File: config.mk
export PLATFORM = sky130hd
export DESIGN_NAME = wide_add_seq
export DESIGN_NICKNAME = d
export VERILOG_FILES = /design/src/rtl/wide_add_seq.sv
export SDC_FILE = /design/constraint.sdc
export NUM_CORES = 1
export LEC_CHECK = 0
export BUFFER_PORTS_ARGS = -buffer_cell sky130_fd_sc_hd__buf_2
export CELL_PAD_IN_SITES_DETAIL_PLACEMENT = 1
export CELL_PAD_IN_SITES_GLOBAL_PLACEMENT = 1
export CORE_ASPECT_RATIO = 1.5
export CORE_MARGIN = 5
export CORE_UTILIZATION = 45
export CTS_CLUSTER_DIAMETER = 60
export CTS_CLUSTER_SIZE = 40
export DETAILED_ROUTE_END_ITERATION = 10
export PLACE_DENSITY = 0.85
export SLEW_MARGIN = 10
export SYNTH_ARGS = -nofsm -noshare
export SYNTH_HDL_FRONTEND = slang
export SYNTH_SLANG_ARGS = --single-unit
File: constraint.sdc
create_clock -name clk -period 4.5 [get_ports clk]
set_input_delay 0.225 -clock clk [delete_from_list [all_inputs] [get_ports clk]]
set_output_delay 0.225 -clock clk [all_outputs]
set_load 0.01 [all_outputs]
File: src/rtl/wide_add_seq.sv
// -----------------------------------------------------------------------------
// wide_add_seq
//
// Multi-cycle wide adder. One 8-bit prefix-add slice is shared across an
// NBYTES-wide operand. Bytes are processed LSB first, and a registered carry
// links each byte to the next. Only one operation is in flight at a time.
// Both the request side and the result side use a valid/ready handshake.
//
// Optional feature macro: WAS_SUB_EN
//   defined   : adds the 'sub' port. With sub=1 the result is a - b - cin,
//               cin acts as a borrow-in, and cout=1 means no borrow.
//   undefined : addition only. No subtract logic is built.
//
// Latency is NBYTES cycles from accept to out_valid. With out_ready held
// high, a new operation is accepted every NBYTES+1 cycles.
// -----------------------------------------------------------------------------
module wide_add_seq #(
  parameter int NBYTES = 4
) (
  input  logic                  clk,
  input  logic                  rst_n,
  input  logic                  in_valid,
  output logic                  in_ready,
  input  logic [8*NBYTES-1:0]   a,
  input  logic [8*NBYTES-1:0]   b,
  input  logic                  cin,
`ifdef WAS_SUB_EN
  input  logic                  sub,
`endif
  output logic                  out_valid,
  input  logic                  out_ready,
  output logic [8*NBYTES-1:0]   sum,
  output logic                  cout,
  output logic                  busy
);

  localparam int W    = 8 * NBYTES;
  localparam int IDXW = (NBYTES > 1) ? $clog2(NBYTES) : 1;
  localparam logic [IDXW-1:0] LAST_IDX = IDXW'(NBYTES - 1);

  typedef enum logic [1:0] {
    IDLE = 2'd0,
    RUN  = 2'd1,
    DONE = 2'd2
  } state_t;

  // ---------------------------------------------------------------------------
  // 8-bit Kogge-Stone slice: generate/propagate prefix tree, then sum bits.
  // Returns {carry_out, sum[7:0]}.
  // ---------------------------------------------------------------------------
  function automatic logic [8:0] prefix_add8(input logic [7:0] x,
                                             input logic [7:0] y,
                                             input logic       c0);
    logic [7:0] g;
    logic [7:0] p;
    logic [7:0] gg;
    logic [7:0] pp;
    logic [7:0] gn;
    logic [7:0] pn;
    logic [8:0] c;
    logic [7:0] s;
    g  = x & y;
    p  = x ^ y;
    gg = g;
    pp = p;
    // Three prefix levels (span 1, 2, 4) yield the group terms for bits i..0.
    for (int d = 1; d < 8; d = d * 2) begin
      gn = gg;
      pn = pp;
      for (int i = d; i < 8; i++) begin
        gn[i] = gg[i] | (pp[i] & gg[i-d]);
        pn[i] = pp[i] & pp[i-d];
      end
      gg = gn;
      pp = pn;
    end
    c[0] = c0;
    for (int i = 0; i < 8; i++) begin
      c[i+1] = gg[i] | (pp[i] & c0);
    end
    s = p ^ c[7:0];
    return {c[8], s};
  endfunction

  // ---------------------------------------------------------------------------
  // State and datapath registers
  // ---------------------------------------------------------------------------
  state_t          state_q;
  state_t          state_d;
  logic [W-1:0]    op_a;
  logic [W-1:0]    op_b;
  logic [W-1:0]    sum_q;
  logic            carry;
  logic            cout_q;
  logic [IDXW-1:0] idx;

  logic            accept;
  logic [7:0]      a_byte;
  logic [7:0]      b_byte;
  logic [8:0]      slice;
  logic [W-1:0]    b_load;
  logic            carry_load;

  // Byte selection and the shared add slice.
  always_comb begin
    a_byte = op_a[8*idx +: 8];
    b_byte = op_b[8*idx +: 8];
    slice  = prefix_add8(a_byte, b_byte, carry);
  end

  // Operand B and initial carry as loaded on accept. In subtract mode B is
  // inverted and cin is inverted, which gives a + ~b + ~cin = a - b - cin.
`ifdef WAS_SUB_EN
  always_comb begin
    b_load     = sub ? ~b   : b;
    carry_load = sub ? ~cin : cin;
  end
`else
  always_comb begin
    b_load     = b;
    carry_load = cin;
  end
`endif

  // State register.
  always_ff @(posedge clk or negedge rst_n) begin
    // NOTE: sequential state always uses non-blocking assignments, so every
    // flop samples its pre-edge value and process order does not matter.
    if (!rst_n) begin
      state_q <= IDLE;
    end else begin
      state_q <= state_d;
    end
  end

  // Next-state and handshake outputs. in_ready follows out_ready in DONE so
  // a result can be retired and a new request taken on the same edge.
  always_comb begin
    // NOTE: every output of this block gets a default first. A signal left
    // unassigned on any path would infer a latch.
    state_d   = state_q;
    in_ready  = 1'b0;
    out_valid = 1'b0;
    busy      = 1'b0;
    unique case (state_q)
      IDLE: begin
        in_ready = 1'b1;
        if (in_valid) state_d = RUN;
      end
      RUN: begin
        busy = 1'b1;
        if (idx == LAST_IDX) state_d = DONE;
      end
      DONE: begin
        busy      = 1'b1;
        out_valid = 1'b1;
        in_ready  = out_ready;
        if (out_ready) state_d = in_valid ? RUN : IDLE;
      end
      default: begin
        state_d = IDLE;
      end
    endcase
  end

  assign accept = in_valid && in_ready;

  // Operand capture on accept, then one byte per cycle while in RUN.
  always_ff @(posedge clk or negedge rst_n) begin
    // NOTE: the operand registers are reset along with the visible state.
    // They are ordinary flops rather than a memory, so the reset costs
    // nothing and keeps X out of the slice after power-up.
    if (!rst_n) begin
      op_a   <= '0;
      op_b   <= '0;
      sum_q  <= '0;
      carry  <= 1'b0;
      cout_q <= 1'b0;
      idx    <= '0;
    end else if (accept) begin
      op_a   <= a;
      op_b   <= b_load;
      carry  <= carry_load;
      sum_q  <= '0;
      cout_q <= 1'b0;
      idx    <= '0;
    end else if (state_q == RUN) begin
      sum_q[8*idx +: 8] <= slice[7:0];
      carry             <= slice[8];
      if (idx == LAST_IDX) begin
        cout_q <= slice[8];
      end else begin
        idx <= idx + 1'b1;
      end
    end
  end

  assign sum  = sum_q;
  assign cout = cout_q;

endmodule

After elaboration in Yosys (flattened, before gate mapping)
Cells that the tools add are included.
- output and inout port bits: 36
- register bits after elaboration: 102
- bits of input ports: 69
- $add $sub $neg: 2
- equal/unequal tests: 7
- reductions and logical operators: 8
- shift operators: 4
- bitwise operators: 70
- multiplexer cells: 19
- operators by type and width (cell ; number):
    $mux 32 ; 2
    $shiftx 32x6->8 ; 2
    $and 1x1->1 ; 42
    $neg 5->34 ; 1
    $shift 8x34->32 const A ; 1
    $shiftx 8x34->32 ; 1
    $bwmux 32 ; 1
    $or 1x1->1 ; 25
    $xor 8x8->8 ; 2
    $mux 2 ; 6
    $and 8x8->8 ; 1
    $mux 1 ; 8
    $ne 2x2->1 const B ; 3
    $pmux 2 s3 ; 1
    $eq 2x2->1 const B ; 2
    $reduce_and 2->1 ; 2
    $reduce_bool 2->1 ; 2
    $reduce_and 3->1 ; 1
    $add 2x1->2 const B ; 1
    $eq 2x1->1 const B ; 1
    $logic_not 2->1 ; 1
    $ne 2x1->1 const B ; 1
    $pmux 1 s2 ; 1
    $reduce_or 2->1 ; 1
    $logic_and 1x1->1 ; 1

Depth between registers and ports, before layout
Gate-level depths: netlist of the first run.
- depth after elaboration: 13
- mapped depth: 9

Least setup slack after synthesis of the first run
OpenSTA, ideal clock, no wires.
- path type: register to register
- start point: register idx[0]
- end point: register sum_q[14] (netlist: sum[14])
- arrival time: 2554 ps
- buffers on the path: 1
- data required time: 4367 ps
- period minus slack after synthesis: 2687 ps
- setup time: 133 ps
- cell stages (with the launch flop): 9
- slack: 1813 ps
- cell sequence: dfrtp_1 > buf_2 > mux4_2 > ha_1 > a211oi_1 > o21ai_0 > a31o_2 > xnor2_1 > o21ai_0
- cells in the longest elaborated chain, start to end: 13
- elaborated cells on any way between the ends: 67
- classes of those cells: add/sub: 1; shift: 4; mux: 3; bitwise: 59
- RTL lines (item ; line ; source):
    from (decl) ; 95 ; logic [IDXW-1:0] idx;
    from (signal assigned) ; 193 ; idx <= idx + 1'b1;
    $shiftx 32x6->8, on equally long branches ; 106, 107 ;
    $xor 8x8->8 or $and 8x8->8 (tied branches) ; 63, 62 ;
    $and 1x1->1, on equally long branches ; 71, 72 ;
    $or 1x1->1 or $and 1x1->1 (tied branches) ; 71 ; gn[i] = gg[i] | (pp[i] & gg[i-d]);
    $and 1x1->1 or $or 1x1->1 (tied branches) ; 71 ;
    $or 1x1->1 or $and 1x1->1 (tied branches) ; 71 ;
    $or 1x1->1 ; 71 ;
    $or 1x1->1 ; 79 ; c[i+1] = gg[i] | (pp[i] & c0);
    $xor 8x8->8 ; 81 ; s = p ^ c[7:0];
    $shiftx 8x34->32 ; 188 ; sum_q[8*idx +: 8] <= slice[7:0];
    $bwmux 32 (*) ; 188 ;
    $mux 32 (*) ; 187 ; end else if (state_q == RUN) begin
    $mux 32 (*) ; 180 ; end else if (accept) begin
    to (signal, indexed assignment) ; 188 ;
    to (decl) ; 92 ; logic [W-1:0] sum_q;
Mark *: on every way between the ends. The rest lies on a longest branch, timed or not. The select of a mux whose other input is x is not followed.
A chain may end at the register's enable or synchronous reset.

Worst setup path after layout of the first run
- start point: register idx[0]
- end point: register sum_q[23] (netlist: sum[23])
The elaborated chain is that of the path after synthesis.

==> results of run 1 <==
kinds of logic (layout without fill, tap and decap cells):
| kind of cell | after synthesis | count (layout) | synth area share |
|---|---|---|---|
| buffers and inverters | 30 | 133 | 0.0279 |
| AO/OA/AOI/OAI | 64 | 64 | 0.0963 |
| XOR/XNOR | 6 | 6 | 0.0108 |
| adder cells (fa/ha/maj) | 20 | 20 | 0.0532 |
| multiplexers | 17 | 17 | 0.0764 |
| flip-flops | 102 | 102 | 0.527 |
| AND/OR/NAND/NOR | 241 | 241 | 0.209 |
layer usage:
layer	up-vias	track usage	wire, um
met5	-	0	0
li1	1816	-	-
met3	27	0.0347	552
met1	1961	0.240	4890
met4	0	0.106	405
met2	112	0.412	7570
state kept, by name, summed over array words and instances (netlist names):
register and count:
sum 32, cout 1, op_b 32, state_q 2, carry 1, idx 2
op_a 32
critical path, stage by stage, from the launching register on:
cell and delay, ps:
sky130_fd_sc_hd__dfrtp_1 1040, sky130_fd_sc_hd__mux4_2 670, sky130_fd_sc_hd__ha_1 350, sky130_fd_sc_hd__a21oi_1 240, sky130_fd_sc_hd__o22ai_1 180, sky130_fd_sc_hd__and4bb_2 270, sky130_fd_sc_hd__nor4_2 320, sky130_fd_sc_hd__o21ai_0 170
worst max path at each step:
| stage | startpoint | end | slack, ps | cells past startpoint |
|---|---|---|---|---|
| 2_1_floorplan | idx[0] | sum[14] | 1810 | 8 |
| 3_3_place_gp | idx[0] | sum[15] | 1220 | 7 |
| 3_5_place_dp | idx[0] | sum[23] | 1080 | 7 |
| 4_1_cts | idx[0] | sum[23] | 1060 | 7 |
| 5_1_grt | idx[0] | sum[23] | 790 | 7 |
| 6_report | idx[0] | sum[23] | 1110 | 7 |
report_power, final:
group	switching [uW]	leakage (uW)	internal, uW	total, uW
clock	342	0.000152	486	829
combinational	1370	0.00161	826	2200
sequential	255	0.00132	1250	1510
total	1970	0.00308	2560	4530
cell usage after synthesis, drive strengths merged (3+ instances only):
cell type  number  area [um^2]
nand2         212          811
buf            13         71.3
mux4           16          360
nand3           3         15.0
dfrtp         102         2550
clkbuf          8         30.0
o21ai          13         65.1
nor4            3         31.3
a21o            3         23.8
nor2b           3         18.8
a21oi          17          111
a22o           23          201
ha             19          238
nor2            6         22.5
inv             9         33.8
xnor2           4         35.0
and3            3         18.8
final cells by class:
type / count / share of cell area
clock inverters: 6 / 0.0149
well taps: 144 / 0.0311
inverters: 9 / 0.00583
multi-input cells: 348 / 0.373
clock buffers: 10 / 0.0395
flip-flops and latches: 102 / 0.440
repair buffers: 108 / 0.0958
metrics by stage:
step | total power, uW | setup WS, ps | hold slack (ps) | util
finish | 4530 | 1110 | 62.8 | 0.547
global route | 4860 | 795 | 60.4 | 0.547
CTS | 4570 | 1060 | 57.1 | 0.547
detailed placement | 3720 | 1080 | 212 | 0.517
global placement | 3570 | 1220 | 199 | 0.517
floorplan | 3010 | 1810 | -70.6 | -
repair_timing:
item,in CTS,in global routing
hold buffers,1,0
endpoints found under the hold margin,36,0
setup buffers,0,0
==> results_tabular.tex, run 1 <==
\begin{tabular}{lr}
\hline
Metric & Value \\
\hline
\multicolumn{2}{l}{\textbf{Floorplan}} \\
\quad Die area & approximately 13000 um\^{}2 \\
\quad Initial Utilization & 0.458 \\
\quad Height of the die & 137 um \\
\quad Number of cell rows & 46 \\
\quad Core Region & 10600 um\^{}2 \\
\quad X dimension of the die & 94.7 um \\
\quad Top Ports & 105 \\
\multicolumn{2}{l}{\textbf{Min path}} \\
\quad Hold\_sp & b[19] \\
\quad HP Class & primary input to flop \\
\quad Hold-critical path endpoint & op\_b[19] \\
\quad Cells on Worst Hold Path & 3 \\
\multicolumn{2}{l}{\textbf{Logic synthesis}} \\
\quad Prevailing post-synth register cell & sky130\_fd\_sc\_hd\_\_dfrtp\_1 \\
\quad Number of synthesized register bits & 102 \\
\quad Number of flops mapped to enable cells by yosys & 0 \\
\quad Synth Area per Inst & around 10 um\^{}2 \\
\quad Fraction of registers with async set/reset & 1.00 \\
\quad Post-synthesis net count & 569 \\
\quad Sequential area share after synthesis & 0.527 \\
\quad Combined area of all synthesized cells & 4850 um\^{}2 \\
\quad Post-synth cell types & 44 \\
\quad Warnings, synthesis & 0 \\
\quad Number of instances in the synthesized netlist & 480 \\
\multicolumn{2}{l}{\textbf{CTS}} \\
\quad Buffer depth of the longest clock path & 2 \\
\quad Inserted Clock Buffers & 9 \\
\quad Worst-path clk slew & 60 ps \\
\quad Clock Tree Root & sky130\_fd\_sc\_hd\_\_clkbuf\_16 \\
\quad CTS-repair resized insts & 0 \\
\quad Clock sink count & 102 \\
\quad Insertion delay of the later-clocked pin in the worst-skew pair & 350 ps \\
\quad CTS tree & done \\
\quad \# H-tree levels & 3 \\
\multicolumn{2}{l}{\textbf{Routing}} \\
\quad Count of routing violations after the opening detailed-route iteration & 131 \\
\quad Routed vias & 3916 \\
\quad Count of nets left with antenna violations after detail routing & 0 \\
\quad Pre-antenna DRT Iters & 4 \\
\quad Remaining design rule violation count & 0 \\
\quad Routed via count divided by cell count & about 5.4 \\
\quad Wirelength, routed & 13400 um \\
\quad Final routed wire length divided by cell count & 18.5 um \\
\multicolumn{2}{l}{\textbf{Worst setup path}} \\
\quad R2R cell count & 7 \\
\quad Worst reg2reg startpoint & idx[0] \\
\quad Worst path required time & 4710 ps \\
\quad Minimum setup slack among reg-to-reg paths & 1110 ps \\
\quad Crit path kind & flop to flop \\
\quad Reg2reg end & sum[23] \\
\quad Crit-path max FO & 17 \\
\quad Crit path capture type & flop \\
\quad Kind of start point of the critical path & flop \\
\quad Data arrival time of the worst path & 3600 ps \\
\multicolumn{2}{l}{\textbf{Layout}} \\
\quad Most frequent cells in the layout & sky130\_fd\_sc\_hd\_\_nand2\_1 (210), sky130\_fd\_sc\_hd\_\_buf\_2 (103), sky130\_fd\_sc\_hd\_\_dfrtp\_1 (102) \\
\quad Number of fillers in the final layout & 1269 \\
\quad Area overhead of the layout relative to synthesis & 19.6\% \\
\quad Area of the multi-input gates & $\sim$2200 um\^{}2 \\
\quad FF/Latch Area & 2550 um\^{}2 \\
\quad Diode insertion count for antenna repair & 0 \\
\quad Most common library cell in the layout ignoring fill and taps & sky130\_fd\_sc\_hd\_\_nand2\_1 \\
\quad Ratio of cells with drive above 1 in the final layout & 0.261 \\
\quad Count of placed standard cells in the final layout, fillers left out & 727 \\
\quad Net total in the final layout & about 670 \\
\quad Non-Filler Cell Area, Final & 5800 um\^{}2 \\
\multicolumn{2}{l}{\textbf{Power and ir drop}} \\
\quad Leak Pwr & 0.00308 uW \\
\quad Worst ir drop on vdd & between 300 and 400 uV \\
\quad Power per cell area & 782 nW/um\^{}2 \\
\multicolumn{2}{l}{\textbf{GRT}} \\
\quad Number of antenna violations at the first check in global routing & 0 \\
\quad Largest net degree at the start of global routing & 71 \\
\quad Vias in the first global route & around 4400 \\
\quad First-pass GRT wire length & roughly 22000 um \\
\quad GRT Util Overall & 0.222 \\
\quad Overflow after GRT & 0 \\
\multicolumn{2}{l}{\textbf{STA}} \\
\quad Endpoints failing hold & 0 \\
\quad Maximum operating frequency & approximately 300 MHz \\
\quad Number of max-slew violations in the final report & 0 \\
\quad Relative slew slack & 0.296 \\
\quad Setup repair after global routing missed its margin & false \\
\quad Final cycle utilization of the critical path & 0.753 \\
\quad Count of final setup violators & 0 \\
\quad Setup tns final & 0 ps \\
\quad Worst-Margin Slew & 1060 ps \\
\quad Time the final worst path needs with I/O delays and setup & 3390 ps \\
\quad Layout Skew & roughly 7.4 ps \\
\multicolumn{2}{l}{\textbf{Placed design}} \\
\quad Final weighted congestion in routability-driven placement & around 0.83 \\
\quad Cell area after placement & 5470 um\^{}2 \\
\quad Detailed Place HPWL & 10100 um \\
\quad Port Buf Inserts & 104 \\
\quad Post-placement cell count & about 700 \\
\multicolumn{2}{l}{\textbf{Status}} \\
\quad Outcome & complete, no violations \\
\multicolumn{2}{l}{\textbf{Flow run}} \\
\quad MaxCap Viol Count & 0 \\
\hline
\end{tabular}
(Power assumes the default switching activity.)
==> run 2, diff against run 1 <==
ABC_AREA = 1   (was default)
CORE_UTILIZATION = 40   (was 45)
PLACE_DENSITY = 0.8   (was 0.85)
clock period = 3.3 ns   (was 4.5 ns; I/O delays follow)
==> results_tabular.tex, run 2 <==
\begin{tabular}{lr}
\hline
Metric & Value \\
\hline
\multicolumn{2}{l}{\textbf{Layout}} \\
\quad Net total in the final layout & 835 \\
\quad Diode insertion count for antenna repair & 0 \\
\quad Area of the multi-input gates & $\sim$2300 um\^{}2 \\
\quad Count of placed standard cells in the final layout, fillers left out & 907 \\
\quad Area overhead of the layout relative to synthesis & 19.4\% \\
\quad Most common library cell in the layout ignoring fill and taps & sky130\_fd\_sc\_hd\_\_nand2\_1 \\
\quad Non-Filler Cell Area, Final & around 6000 um\^{}2 \\
\quad Ratio of cells with drive above 1 in the final layout & 0.196 \\
\quad FF/Latch Area & 2550 um\^{}2 \\
\quad Number of fillers in the final layout & 1616 \\
\quad Most frequent cells in the layout & sky130\_fd\_sc\_hd\_\_nand2\_1 (271), sky130\_fd\_sc\_hd\_\_buf\_2 (103), sky130\_fd\_sc\_hd\_\_dfrtp\_1 (102) \\
\multicolumn{2}{l}{\textbf{STA}} \\
\quad Setup tns final & 0 ps \\
\quad Layout Skew & 7.27 ps \\
\quad Final cycle utilization of the critical path & 0.873 \\
\quad Number of max-slew violations in the final report & 0 \\
\quad Endpoints failing hold & 0 \\
\quad Worst-Margin Slew & roughly 600 ps \\
\quad Relative slew slack & 0.599 \\
\quad Worst-case setup margin in the final layout & 417 ps \\
\quad Time the final worst path needs with I/O delays and setup & 2880 ps \\
\quad Count of final setup violators & 0 \\
\quad Setup repair after global routing missed its margin & false \\
\quad Maximum operating frequency & 347 MHz \\
\multicolumn{2}{l}{\textbf{Status}} \\
\quad Outcome & complete, no violations \\
\multicolumn{2}{l}{\textbf{Routing}} \\
\quad Count of nets left with antenna violations after detail routing & 0 \\
\quad Routed vias & 4624 \\
\quad Count of routing violations after the opening detailed-route iteration & 164 \\
\quad Pre-antenna DRT Iters & 4 \\
\quad Final routed wire length divided by cell count & between 15 and 20 um \\
\quad Routed wl met3 & roughly 550 um \\
\quad Remaining design rule violation count & 0 \\
\quad Wirelength, routed & 14700 um \\
\quad Met1 Routed Length & approximately 5900 um \\
\quad Routed via count divided by cell count & 5.10 \\
\quad Uppermost layer routed & met4 \\
\quad Met2 WL & 7740 um \\
\multicolumn{2}{l}{\textbf{Power and ir drop}} \\
\quad Part of the power in registers & 0.297 \\
\quad Net switching power & 3240 uW \\
\quad Overall power after layout & 6810 uW \\
\quad Part of the power in combinational logic & 0.529 \\
\quad Power per cell area & 1110 nW/um\^{}2 \\
\quad Share of total power consumed by net switching & 0.475 \\
\quad Leak Pwr & 0.00339 uW \\
\quad Clock group share of total power & 0.174 \\
\quad Worst ir drop on vdd & 331 uV \\
\quad Int Power & 3580 uW \\
\multicolumn{2}{l}{\textbf{Worst setup path}} \\
\quad Crit path capture type & flop \\
\quad Worst path required time & 3520 ps \\
\quad Kind of start point of the critical path & flop \\
\quad Data arrival time of the worst path & 3100 ps \\
\quad Crit-path max FO & 23 \\
\quad Crit path kind & flop to flop \\
\multicolumn{2}{l}{\textbf{CTS}} \\
\quad Inserted Clock Buffers & 9 \\
\quad Buffer depth of the longest clock path & 2 \\
\quad Clock Tree Root & sky130\_fd\_sc\_hd\_\_clkbuf\_16 \\
\quad Insertion delay of the later-clocked pin in the worst-skew pair & 350 ps \\
\quad Worst-path clk slew & 70 ps \\
\quad Clock sink count & roughly 100 \\
\quad Count of buffers added by post-CTS timing repair for setup & 0 \\
\quad \# H-tree levels & 3 \\
\quad CTS tree & done \\
\multicolumn{2}{l}{\textbf{Placed design}} \\
\quad Cell area after placement & 5770 um\^{}2 \\
\quad Final weighted congestion in routability-driven placement & 0.868 \\
\quad Port Buf Inserts & 104 \\
\quad Detailed Place HPWL & between 10000 and 15000 um \\
\quad Placement Setup Slack & 431 ps \\
\quad Post-placement cell count & roughly 900 \\
\multicolumn{2}{l}{\textbf{Logic synthesis}} \\
\quad Most common library cells after synthesis & sky130\_fd\_sc\_hd\_\_nand2\_1 (271), sky130\_fd\_sc\_hd\_\_dfrtp\_1 (102), sky130\_fd\_sc\_hd\_\_o21ai\_0 (51), sky130\_fd\_sc\_hd\_\_inv\_1 (47), sky130\_fd\_sc\_hd\_\_nor2\_1 (42) \\
\quad Fraction of registers with async set/reset & 1.00 \\
\quad Top cells by area, synth & sky130\_fd\_sc\_hd\_\_dfrtp\_1 (50\%), sky130\_fd\_sc\_hd\_\_nand2\_1 (20\%), sky130\_fd\_sc\_hd\_\_o21ai\_0 (5.0\%) \\
\quad Number of synthesized register bits & 102 \\
\quad Prevailing post-synth register cell & sky130\_fd\_sc\_hd\_\_dfrtp\_1 \\
\quad Number of flops mapped to enable cells by yosys & 0 \\
\quad Sequential area share after synthesis & 0.497 \\
\quad Combined area of all synthesized cells & 5130 um\^{}2 \\
\quad Synth Area per Inst & 7.91 um\^{}2 \\
\quad Area share of the largest cell type after synthesis & 0.497 \\
\quad Warnings, synthesis & 0 \\
\quad Dominant cell by count in the synthesized netlist & sky130\_fd\_sc\_hd\_\_nand2\_1 \\
\quad Number of instances in the synthesized netlist & 649 \\
\quad Post-synth cell types & 34 \\
\quad Cell taking the most area after synthesis & sky130\_fd\_sc\_hd\_\_dfrtp\_1 \\
\quad Post-synthesis net count & 738 \\
\multicolumn{2}{l}{\textbf{Floorplan}} \\
\quad Initial Utilization & 0.410 \\
\quad Die area & about 15000 um\^{}2 \\
\quad Top Ports & 105 \\
\quad Height of the die & 149 um \\
\quad X dimension of the die & around 100 um \\
\quad Number of cell rows & 50 \\
\quad Core Region & around 13000 um\^{}2 \\
\multicolumn{2}{l}{\textbf{GRT}} \\
\quad Overflow after GRT & 0 \\
\quad GRT Util Overall & 0.202 \\
\quad Vias in the first global route & approximately 5000 \\
\quad Number of antenna violations at the first check in global routing & 0 \\
\quad First-pass GRT wire length & 24200 um \\
\quad Largest net degree at the start of global routing & 87 \\
\multicolumn{2}{l}{\textbf{Flow run}} \\
\quad MaxCap Viol Count & 0 \\
\multicolumn{2}{l}{\textbf{Min path}} \\
\quad HP Class & primary input to flop \\
\hline
\end{tabular}
run 2: changes by cell type after synthesis, sizes merged, moves of 12 or more:
cell / change
nand2: +67
nor2: +38
a22o: -23
o21ai: +45
mux4: -16
a21oi: -12
nand3: +23
inv: +40
o22ai: +15
run 2: metal layers:
metal / track usage / up-vias
met5: 0 / -
met4: 0.0860 / 0
met3: 0.0314 / 28
met2: 0.356 / 112
met1: 0.238 / 2235
li1: - / 2249
run 2: critical path, stage by stage (launching register included):
cell and delay [ps]:
sky130_fd_sc_hd__dfrtp_1 380, sky130_fd_sc_hd__inv_1 270, sky130_fd_sc_hd__buf_4 320, sky130_fd_sc_hd__o21ai_0 110, sky130_fd_sc_hd__o22ai_1 450, sky130_fd_sc_hd__ha_1 340
sky130_fd_sc_hd__nand2_1 70, sky130_fd_sc_hd__nand2_1 60, sky130_fd_sc_hd__nand2_1 70, sky130_fd_sc_hd__nand2_2 70, sky130_fd_sc_hd__xor2_1 240, sky130_fd_sc_hd__inv_1 100
sky130_fd_sc_hd__nand3_1 150, sky130_fd_sc_hd__o21ai_0 110
run 2: metrics by stage:
step | hold WS, ps | utilization
finish | 9.56 | 0.490
global route | 6.47 | 0.490
CTS | 0.446 | 0.488
detailed placement | 365 | 0.461
global placement | 360 | 0.461
floorplan | -131 | -
run 2: logic make-up (layout without fill, tap and decap cells):
kind of cell,Yosys count,after routing,share of synthesized area
compound gates,86,86,0.0923
xor+xnor,3,3,0.00658
fa+ha+maj,20,20,0.0502
buf+inv,76,178,0.0629
flops,102,102,0.497
simple gates,362,362,0.291
run 2: timing repair:
action | 4_1_cts | 5_1_grt
hold buffers | 0 | 1
endpoints found under the hold margin | 0 | 42
resized for setup | 0 | 0
run 2: area by class of cell:
| cell class | count | area share |
|---|---|---|
| well taps | 156 | 0.0318 |
| inverters | 49 | 0.0300 |
| flip-flops and latches | 102 | 0.416 |
| multi-input cells | 471 | 0.368 |
| repair buffers | 113 | 0.0988 |
| clock inverters | 3 | 0.0106 |
| clock buffers | 13 | 0.0441 |
run 2: worst paths after layout:
kind / cells after the start / startpoint / end / slack, ps
setup / recovery: 13 / idx[0] / sum[11] / 420
hold / removal: 3 / b[29] / op_b[29] / 10
setup reg to reg: 13 / idx[0] / sum[11] / 420
hold reg to reg: 2 / op_a[8] / op_a[8] / 480
max in group asynchronous: 3 / rst_n / op_b[26] / 2290
min in group asynchronous: 2 / rst_n / sum[16] / 350
run 2: power by group through the flow:
| stage | logic [uW] | registers (uW) | clock network, uW |
|---|---|---|---|
| detailed placement | 3600 | 2040 | 0 |
| finish | 3600 | 2020 | 1190 |
| floorplan | 2600 | 1960 | 0 |
| global route | 4090 | 2070 | 1260 |
| CTS | 3640 | 2020 | 1210 |
| global placement | 3430 | 2020 | 0 |
==> run 3, diff against run 2 <==
CORE_ASPECT_RATIO = 0.9   (was 1.5)
==> results_tabular.tex, run 3 (same netlist as run 2, synthesis figures left out) <==
\begin{tabular}{lr}
\hline
Metric & Value \\
\hline
\multicolumn{2}{l}{\textbf{Status}} \\
\quad Outcome & complete, no violations \\
\multicolumn{2}{l}{\textbf{Min path}} \\
\quad HP Class & primary input to flop \\
\quad Cells on Worst Hold Path & 3 \\
\quad Hold\_sp & a[19] \\
\multicolumn{2}{l}{\textbf{Worst setup path}} \\
\quad R2R cell count & 14 \\
\quad Ordered cell list for the critical path & inv\_1, buf\_4, o21ai\_0, o22ai\_1, ha\_1, nand2\_1, inv\_1, nand2\_1, nand2\_2, nand2\_1, nand3\_1, nand2\_1, nand3\_1, o21ai\_1 \\
\quad Kind of start point of the critical path & flop \\
\quad Number of logic stages on the critical path including buffering & 14 \\
\quad Worst path required time & between 3000 and 4000 ps \\
\quad Crit path kind & flop to flop \\
\quad Crit path largest cell delay & 410 ps \\
\quad Combined buffer and inverter count along the critical path & 3 \\
\quad Crit path from & idx[1] \\
\quad Top cell by count, worst path & sky130\_fd\_sc\_hd\_\_nand2\_1 \\
\quad Crit path capture type & flop \\
\quad Data arrival time of the worst path & slightly above 3000 ps \\
\quad Worst reg2reg startpoint & idx[1] \\
\quad Crit-path max FO & 13 \\
\quad Minimum setup slack among reg-to-reg paths & 530 ps \\
\quad Crit path max-delay family & simple AND/OR/NAND/NOR gates \\
\quad CP max stage cell & sky130\_fd\_sc\_hd\_\_o22ai\_1 \\
\multicolumn{2}{l}{\textbf{Layout}} \\
\quad Ratio of cells with drive above 1 in the final layout & 0.195 \\
\quad Net total in the final layout & 836 \\
\quad Count of placed standard cells in the final layout, fillers left out & 916 \\
\quad Area overhead of the layout relative to synthesis & 19.6\% \\
\quad Diode insertion count for antenna repair & 0 \\
\quad Most common library cell in the layout ignoring fill and taps & sky130\_fd\_sc\_hd\_\_nand2\_1 \\
\quad Most frequent cells in the layout & sky130\_fd\_sc\_hd\_\_nand2\_1 (271), sky130\_fd\_sc\_hd\_\_buf\_2 (103), sky130\_fd\_sc\_hd\_\_dfrtp\_1 (102) \\
\quad Final Util & 0.486 \\
\multicolumn{2}{l}{\textbf{Routing}} \\
\quad Count of nets left with antenna violations after detail routing & 0 \\
\quad Wirelength, routed & 14900 um \\
\quad Pre-antenna DRT Iters & 4 \\
\quad Remaining design rule violation count & 0 \\
\quad Final routed wire length divided by cell count & 16.3 um \\
\quad Routed wl met3 & 750 um \\
\quad Uppermost layer routed & met4 \\
\quad Routed vias & 4619 \\
\quad Count of routing violations after the opening detailed-route iteration & 175 \\
\quad Met2 WL & 7270 um \\
\quad Routed via count divided by cell count & 5.04 \\
\quad Met1 Routed Length & 6620 um \\
\multicolumn{2}{l}{\textbf{Floorplan}} \\
\quad Height of the die & 117 um \\
\quad Number of cell rows & 39 \\
\quad Initial Utilization & 0.406 \\
\quad Top Ports & 105 \\
\quad X dimension of the die & 129 um \\
\quad Die area & 15200 um\^{}2 \\
\quad Core Region & 12600 um\^{}2 \\
\multicolumn{2}{l}{\textbf{STA}} \\
\quad Final cycle utilization of the critical path & 0.841 \\
\quad Number of max-slew violations in the final report & 0 \\
\quad Maximum operating frequency & approximately 360 MHz \\
\quad Worst Hold Slack & 4.71 ps \\
\quad Setup tns final & 0 ps \\
\quad Endpoints failing hold & 0 \\
\quad Count of final setup violators & 0 \\
\quad Worst-case setup margin in the final layout & between 500 and 600 ps \\
\quad Layout Skew & around 4.4 ps \\
\quad Worst-Margin Slew & approximately 920 ps \\
\quad Setup repair after global routing missed its margin & false \\
\quad Time the final worst path needs with I/O delays and setup & 2770 ps \\
\quad Relative slew slack & 0.383 \\
\multicolumn{2}{l}{\textbf{CTS}} \\
\quad Insertion delay of the later-clocked pin in the worst-skew pair & 350 ps \\
\quad \# H-tree levels & 3 \\
\quad Clock Tree Root & sky130\_fd\_sc\_hd\_\_clkbuf\_16 \\
\quad Worst-path clk slew & 70 ps \\
\quad CTS tree & done \\
\quad Count of buffers added by post-CTS timing repair for setup & 0 \\
\quad Buffer depth of the longest clock path & 2 \\
\quad Clock sink count & around 100 \\
\quad CTS-repair resized insts & 0 \\
\quad Inserted Clock Buffers & 9 \\
\quad Hold buffer count at CTS & 1 \\
\multicolumn{2}{l}{\textbf{Flow run}} \\
\quad MaxCap Viol Count & 0 \\
\multicolumn{2}{l}{\textbf{Placed design}} \\
\quad Detailed Place HPWL & 11000 um \\
\quad Post-placement cell count & about 900 \\
\quad Final weighted congestion in routability-driven placement & 0.848 \\
\quad Placement Setup Slack & around 460 ps \\
\quad Port Buf Inserts & 104 \\
\multicolumn{2}{l}{\textbf{GRT}} \\
\quad GRT Util Overall & 0.204 \\
\quad Number of antenna violations at the first check in global routing & 0 \\
\quad First-pass GRT wire length & between 20000 and 25000 um \\
\quad Overflow after GRT & 0 \\
\quad Vias in the first global route & 5002 \\
\quad Largest net degree at the start of global routing & 88 \\
\multicolumn{2}{l}{\textbf{Power and ir drop}} \\
\quad Power per cell area & 1110 nW/um\^{}2 \\
\quad Worst ir drop on vdd & 390 uV \\
\quad Leak Pwr & 0.00339 uW \\
\hline
\end{tabular}
[run 3: worst register-to-register path, stage by stage (launching register included)]
cell,delay [ps]
sky130_fd_sc_hd__dfrtp_1,380
sky130_fd_sc_hd__inv_1,290
sky130_fd_sc_hd__buf_4,250
sky130_fd_sc_hd__o21ai_0,100
sky130_fd_sc_hd__o22ai_1,410
sky130_fd_sc_hd__ha_1,330
sky130_fd_sc_hd__nand2_1,70
sky130_fd_sc_hd__inv_1,70
sky130_fd_sc_hd__nand2_1,70
sky130_fd_sc_hd__nand2_2,80
sky130_fd_sc_hd__nand2_1,90
sky130_fd_sc_hd__nand3_1,70
sky130_fd_sc_hd__nand2_1,170
sky130_fd_sc_hd__nand3_1,160
sky130_fd_sc_hd__o21ai_1,170
[run 3: path summary, 6_finish.rpt]
| path | endpoint |
|---|---|
| max reg2reg | sum[12] |
| min | op_a[19] |
| min reg2reg | op_b[21] |
| min in group asynchronous | sum[28] |
| max | sum[12] |
| max in group asynchronous | op_b[5] |
[run 3: layer usage]
metal / vias up / track usage
li1: 2245 / -
met1: 2228 / 0.273
met2: 124 / 0.336
met3: 22 / 0.0417
met4: 0 / 0.0565
met5: - / 0
[run 3: metrics by stage]
stage               cell area [um^2]  power (uW)
global placement                5780        5520
global route                    6140        7450
CTS                             6130        6880
finish                          6140        6810
floorplan                       5130        4560
detailed placement              5780        5660
[run 3: cell type report]
cell class	count	area [um^2]
clock inverter	3	65.1
tap	164	205
clock buffer	13	270
inverter	49	184
timing repair buffer	114	607
fill	1602	6490
sequential	102	2550
multi-input combinational	471	2260
[run 3: report_power, final]
part | total, uW | switching, uW | leakage (uW) | internal [uW]
combinational | 3610 | 2480 | 0.00191 | 1130
sequential | 2020 | 299 | 0.00131 | 1720
clock | 1190 | 461 | 0.000166 | 726
total | 6810 | 3240 | 0.00339 | 3580
